**config.mk**
```make
export PLATFORM = sky130hd
export DESIGN_NAME = dec_pipe_n
export DESIGN_NICKNAME = d
export VERILOG_FILES = /design/src/rtl/dec_pipe_pkg.sv /design/src/rtl/dec_2_4.sv /design/src/rtl/dec_pipe_n.sv
export SDC_FILE = /design/constraint.sdc
export NUM_CORES = 1
export LEC_CHECK = 0
export CAP_MARGIN = 15
export CORE_MARGIN = 4
export CORE_UTILIZATION = 47
export CTS_CLUSTER_DIAMETER = 30
export DETAILED_ROUTE_END_ITERATION = 6
export PLACE_DENSITY_LB_ADDON = 0.1
export SYNTH_ARGS = -nofsm -noshare
export SYNTH_HDL_FRONTEND = slang
export SYNTH_SLANG_ARGS = --single-unit
```
**constraint.sdc**
```tcl
create_clock -name clk -period 1.5 [get_ports clk]
set_clock_uncertainty 0.2 [all_clocks]
set_input_delay 0.225 -clock clk [delete_from_list [all_inputs] [get_ports clk]]
set_output_delay 0.225 -clock clk [all_outputs]
set_load 0.1 [all_outputs]
```
**src/rtl/dec_pipe_pkg.sv**
```systemverilog
// Shared constants and elaboration helpers for the pipelined N-to-2^N decoder.
package dec_pipe_pkg;

    // Output encoding selected per transaction
    localparam logic MODE_ONEHOT = 1'b0;
    localparam logic MODE_THERM  = 1'b1;

    // Supported input code widths
    localparam int IN_W_MIN = 2;
    localparam int IN_W_MAX = 10;

    // Number of 2-bit predecode groups for a given input width
    function automatic int group_count(input int in_w);
        return in_w / 2;
    endfunction

    // True when the input width can be split evenly into 2-bit groups and is in range
    function automatic bit in_w_legal(input int in_w);
        return ((in_w % 2) == 0) && (in_w >= IN_W_MIN) && (in_w <= IN_W_MAX);
    endfunction

endpackage

```
**src/rtl/dec_2_4.sv**
```systemverilog
// Combinational 2-to-4 predecoder: one-hot of a 2-bit group.
module dec_2_4 (
    input  logic [1:0] code_i,
    output logic [3:0] dec_o
);

    // One bit set at the position selected by the 2-bit code
    always_comb begin
        dec_o = 4'b0000;
        dec_o[code_i] = 1'b1;
    end

endmodule

```
**src/rtl/dec_pipe_n.sv**
```systemverilog
// Two-stage pipelined N-to-2^N decoder with valid/ready handshake.
// Stage 1 registers per-group predecodes; stage 2 combines them into the
// full one-hot or thermometer word. Both stages stall together on backpressure.
module dec_pipe_n
    import dec_pipe_pkg::*;
#(
    parameter int IN_W  = 6,
    parameter int OUT_W = 2**IN_W
) (
    input  logic             clk,
    input  logic             rst_n,
    input  logic             in_valid,
    output logic             in_ready,
    input  logic [IN_W-1:0]  in_code,
    input  logic             in_en,
    input  logic             in_mode,
    output logic             out_valid,
    input  logic             out_ready,
    output logic [OUT_W-1:0] out_data
);

    localparam int GROUPS = group_count(IN_W);
    localparam int PRE_W  = 4 * GROUPS;

    // Reject unsupported widths at elaboration
    if (!in_w_legal(IN_W)) begin : g_bad_in_w
        $error("dec_pipe_n: IN_W must be even and within 2..10");
    end
    if (OUT_W != (2**IN_W)) begin : g_bad_out_w
        $error("dec_pipe_n: OUT_W must equal 2**IN_W");
    end

    // Stage 1 state
    logic             s1_valid_q, s1_valid_d;
    logic [PRE_W-1:0] pre_q,      pre_d;
    logic             mode_q,     mode_d;
    logic             en_q,       en_d;
    logic [IN_W-1:0]  code_q,     code_d;

    // Stage 2 state
    logic             out_valid_q, out_valid_d;
    logic [OUT_W-1:0] out_data_q,  out_data_d;

    logic             stall;
    logic [PRE_W-1:0] pre_in;
    logic [OUT_W-1:0] onehot;
    logic [OUT_W-1:0] therm;

    // Whole pipe freezes only when a result is held and not taken
    assign stall     = out_valid_q && !out_ready;
    assign in_ready  = !stall;
    assign out_valid = out_valid_q;
    assign out_data  = out_data_q;

    genvar gi, gj;

    // Predecode each 2-bit slice of the incoming code
    for (gi = 0; gi < GROUPS; gi++) begin : g_pre
        dec_2_4 u_dec_2_4 (
            .code_i (in_code[2*gi+1:2*gi]),
            .dec_o  (pre_in[4*gi+3:4*gi])
        );
    end

    // Output bit k is the AND of the predecode lines its own group digits select;
    // thermometer bit k is set for every k up to the captured code.
    for (gi = 0; gi < OUT_W; gi++) begin : g_bit
        logic [GROUPS-1:0] sel;
        for (gj = 0; gj < GROUPS; gj++) begin : g_grp
            localparam int LINE = 4*gj + ((gi >> (2*gj)) % 4);
            assign sel[gj] = pre_q[LINE];
        end
        assign onehot[gi] = &sel;
        assign therm[gi]  = (IN_W'(gi) <= code_q);
    end

    // Next-state for both stages: hold on stall, otherwise advance (bubbles included)
    always_comb begin
        s1_valid_d  = s1_valid_q;
        pre_d       = pre_q;
        mode_d      = mode_q;
        en_d        = en_q;
        code_d      = code_q;
        out_valid_d = out_valid_q;
        out_data_d  = out_data_q;
        if (!stall) begin
            s1_valid_d = in_valid;
            if (in_valid) begin
                pre_d  = pre_in;
                mode_d = in_mode;
                en_d   = in_en;
                code_d = in_code;
            end
            out_valid_d = s1_valid_q;
            if (s1_valid_q) begin
                if (!en_q) begin
                    out_data_d = '0;
                end else if (mode_q == MODE_THERM) begin
                    out_data_d = therm;
                end else begin
                    out_data_d = onehot;
                end
            end
        end
    end

    // Pipeline registers; reset discards anything in flight
    always_ff @(posedge clk) begin
        if (!rst_n) begin
            s1_valid_q  <= 1'b0;
            pre_q       <= '0;
            mode_q      <= 1'b0;
            en_q        <= 1'b0;
            code_q      <= '0;
            out_valid_q <= 1'b0;
            out_data_q  <= '0;
        end else begin
            s1_valid_q  <= s1_valid_d;
            pre_q       <= pre_d;
            mode_q      <= mode_d;
            en_q        <= en_d;
            code_q      <= code_d;
            out_valid_q <= out_valid_d;
            out_data_q  <= out_data_d;
        end
    end

endmodule

```
==> results.sh <==
export IMPL_floorplan_die_area_um2=10100
export IMPL_critPathLaunchType="flop"
export IMPL_finalWorstSetupSlack_ps=-305
export IMPL_diodes=0
export IMPL_violations="setup timing"
export IMPL_count_of_distinct_cell_types_in_the_synthesized_netlist=54
export IMPL_final_layout_size_suffix_gt1_share_pct=43.1
export IMPL_rsz0062_at_grt="true"
export IMPL_worst_slew_margin_rel_pct=73.6
export IMPL_fillerInstances=400
export IMPL_power_per_cell_area_nw_per_um2=703
export IMPL_adder_and_majority_cell_fraction_of_the_synthesized_area_pct=0
export IMPL_synth_async_reset_ratio_pct=0
export IMPL_via_count=5151
export IMPL_maxClockFrequency_mhz=554
export IMPL_grt_ovfl_total=0
export IMPL_simple_logic_cell_fraction_of_the_synthesized_area_pct=19.2
export IMPL_grt_antenna_before_repair=0
export IMPL_run_status="finished, violations left"
export IMPL_syn_inst=486
export IMPL_tritoncts="done"
export IMPL_synth_edff_count=0
export IMPL_cts_hold_buffers=0
export IMPL_initial_utilization_pct=48.8
export IMPL_period_needed_ps=1810
export IMPL_synth_seq_area_share_pct=42.7
export IMPL_postRouteAntennaNets=0
export IMPL_flow_area_growth_from_synthesis_pct=78.2
export IMPL_port_buffers=77
export IMPL_layoutNonFillerInstCount=767
export IMPL_synth_top_cells_by_area="sky130_fd_sc_hd__dfxtp_1 (43%), sky130_fd_sc_hd__nand2_1 (7.2%), sky130_fd_sc_hd__a31oi_1 (5.3%)"
export IMPL_synth_main_ff_cell="sky130_fd_sc_hd__dfxtp_1"
export IMPL_first_global_vias=4948
export IMPL_cts_made_buffers=9
export IMPL_routed_via_density=6.72
export IMPL_worst_hold_path_type="in -> reg"
export IMPL_core_um2=8260
export IMPL_grt_pass1_wl_um=27600
export IMPL_clk_path_buf_depth=2
export IMPL_layout_area_seq_um2=1740
export IMPL_grtUsageTotal_pct=35.4
export IMPL_ys_warnings_count=0
export IMPL_source_to_sink_clock_delay_at_the_later_pin_of_the_worst_skew_pair_ps=370
export IMPL_dr_first_iter_drc_count=682
export IMPL_count_of_boundary_i_o_pins=78
export IMPL_data_required_critical_path_ps=1570
export IMPL_drt_total_wl_um=19000
export IMPL_arrival_ps=1870
export IMPL_setup_cp_type="reg -> reg"
export IMPL_finalCoreUtilization_pct=86.9
export IMPL_critPathMaxFanout=5
export IMPL_synth_net_count=498
export IMPL_final_hold_viol_count=0
export IMPL_synth_xor_area_share_pct=0
export IMPL_clk_root_buffer_cell="sky130_fd_sc_hd__clkbuf_8"
export IMPL_grt_start_max_net_pins=24
export IMPL_endpoint_kind="flop"
export IMPL_placement_rows=33
export IMPL_multiInputGateArea_um2=2330
export IMPL_report_final_slew_viol_count=0
export IMPL_placedCellCount=724
export IMPL_final_net_count=669
export IMPL_leakage_nw=2.78
export IMPL_post_synth_top_area_fraction_pct=42.7
export IMPL_h_tree_depth=3
export IMPL_clock_sinks=86
export IMPL_min_period_over_period_pct=120
export IMPL_ir_worst_vdd_v=0.000636
export IMPL_dominant_combinational_cell_family_by_area_after_synthesis="compound AO/OA/AOI/OAI gates"
export IMPL_post_synth_instance_area_um2=4030
export IMPL_hpwl_um=11200
export IMPL_yosys_register_bits=86
export IMPL_cts_clock_pin_slew_for_the_worst_setup_and_hold_paths_ps=90
export IMPL_wl_per_cell_um=24.7
export IMPL_detail_route_first_pass_iterations=5
export IMPL_postSynthAreaPerCell_um2=8.29
export IMPL_yosysTopAreaCell="sky130_fd_sc_hd__dfxtp_1"
export IMPL_vertical_die_dimension_um=101
export IMPL_remaining_drcs=0
export IMPL_finalSetupViolCount=87
export IMPL_cap_violations=0
export IMPL_synth_area_mux_share_pct=0
export IMPL_place_congestion=0.978
export IMPL_tightestPinTransition_ps=391
export IMPL_synth_compound_area_share_pct=32.0
export IMPL_die_width_um=101
stage by stage:
stage	hold WS, ps	setup TNS (ps)	instance area, um^2	power [mW]	setup slack [ps]
finish	272	-16650	7180	5.05	-305
global route	261	-19010	7180	5.16	-313
CTS	190	-11680	7110	4.94	-251
detailed placement	276	-37550	6270	3.15	-584
global placement	268	-31170	6270	3.13	-453
floorplan	170	-25030	4100	2.78	-468
power by group:
part           switching (mW)  internal (mW)  total [mW]
Clock                   0.915          0.761        1.68
Combinational           0.544          0.454       0.998
Sequential             0.0624           2.31        2.38
Total                    1.52           3.53        5.05
worst max-delay path: stages (launching register included):
cell and delay (ps):
sky130_fd_sc_hd__dfxtp_4 360, sky130_fd_sc_hd__nor2b_4 130, sky130_fd_sc_hd__buf_12 130, sky130_fd_sc_hd__inv_8 70
sky130_fd_sc_hd__buf_12 110, sky130_fd_sc_hd__a21boi_4 80, sky130_fd_sc_hd__buf_12 160, sky130_fd_sc_hd__buf_16 140
sky130_fd_sc_hd__a221o_1 330
timing repair:
item | CTS | global route
setup buffers | 21 | 1
hold endpoints to repair | 0 | 0
gates cloned | 8 | 0
setup endpoints to repair | 84 | 87
resized for setup | 104 | 34
pin swaps | 33 | 13
worst paths after layout:
| kind | startpoint | to | slack, ps | cells after the start |
|---|---|---|---|---|
| max | out_valid$_SDFFE_PN0N_ | out_data[33]$_SDFFE_PN0P_ | -310 | 8 |
| min | in_mode | mode_q$_SDFFE_PN0P_ | 270 | 3 |
| max reg2reg | out_valid$_SDFFE_PN0N_ | out_data[33]$_SDFFE_PN0P_ | -310 | 8 |
| min reg2reg | out_data[43]$_SDFFE_PN0P_ | out_data[43]$_SDFFE_PN0P_ | 290 | 2 |
Yosys cell counts, types with 6 or more instances:
cell,n
sky130_fd_sc_hd__a21oi_1,17
sky130_fd_sc_hd__nand2_1,77
sky130_fd_sc_hd__nand3_1,16
sky130_fd_sc_hd__clkbuf_1,31
sky130_fd_sc_hd__nor2b_1,7
sky130_fd_sc_hd__buf_2,12
sky130_fd_sc_hd__a32o_1,6
sky130_fd_sc_hd__a22o_1,22
sky130_fd_sc_hd__o31ai_1,9
sky130_fd_sc_hd__a21boi_0,24
sky130_fd_sc_hd__nand3b_1,6
sky130_fd_sc_hd__nor2_1,19
sky130_fd_sc_hd__nand2b_1,6
sky130_fd_sc_hd__nor3_1,9
sky130_fd_sc_hd__dfxtp_1,86
sky130_fd_sc_hd__or3_1,6
sky130_fd_sc_hd__a31oi_1,34
sky130_fd_sc_hd__o21ai_0,31
metal layers:
layer | track usage [%] | part of all wire (%)
met1 | 42.5 | 34
met2 | 59.7 | 47
met3 | 7.75 | 12
met4 | 17.2 | 7.1
met5 | 0 | 0
sequential cells by signal (all words and copies together) (netlist names):
register    cells
code_q          6
en_q            1
mode_q          1
out_data       64
out_valid       1
pre_q          12
s1_valid_q      1
kinds of logic after synthesis:
kind of cell    Yosys count
compound gates          183
buf+inv                  54
flops                    86
simple gates            163
cell usage in the layout (no fill, tap or decap), drive strengths merged, types with 5 or more instances in the layout:
cell type,n
buf,199
or3,6
nor2,19
nand3b,6
nand3,16
nor3,10
nand2,77
o21a,5
a31oi,34
clkbuf,11
nor2b,8
inv,6
o31ai,9
a22o,22
dfxtp,86
nand2b,6
o22ai,5
o21ai,31
a32o,6
clkdlybuf4s50,11
a21boi,25
a31o,5
a21oi,17
area by class of cell:
class	instances	area share, %
repair buffers	210	38.4
clock buffers	11	2.27
flip-flops and latches	86	24.2
inverters	4	0.314
well taps	105	1.83
clock inverters	5	0.540
multi-input cells	346	32.4
Power figures use the tool's default switching activity.
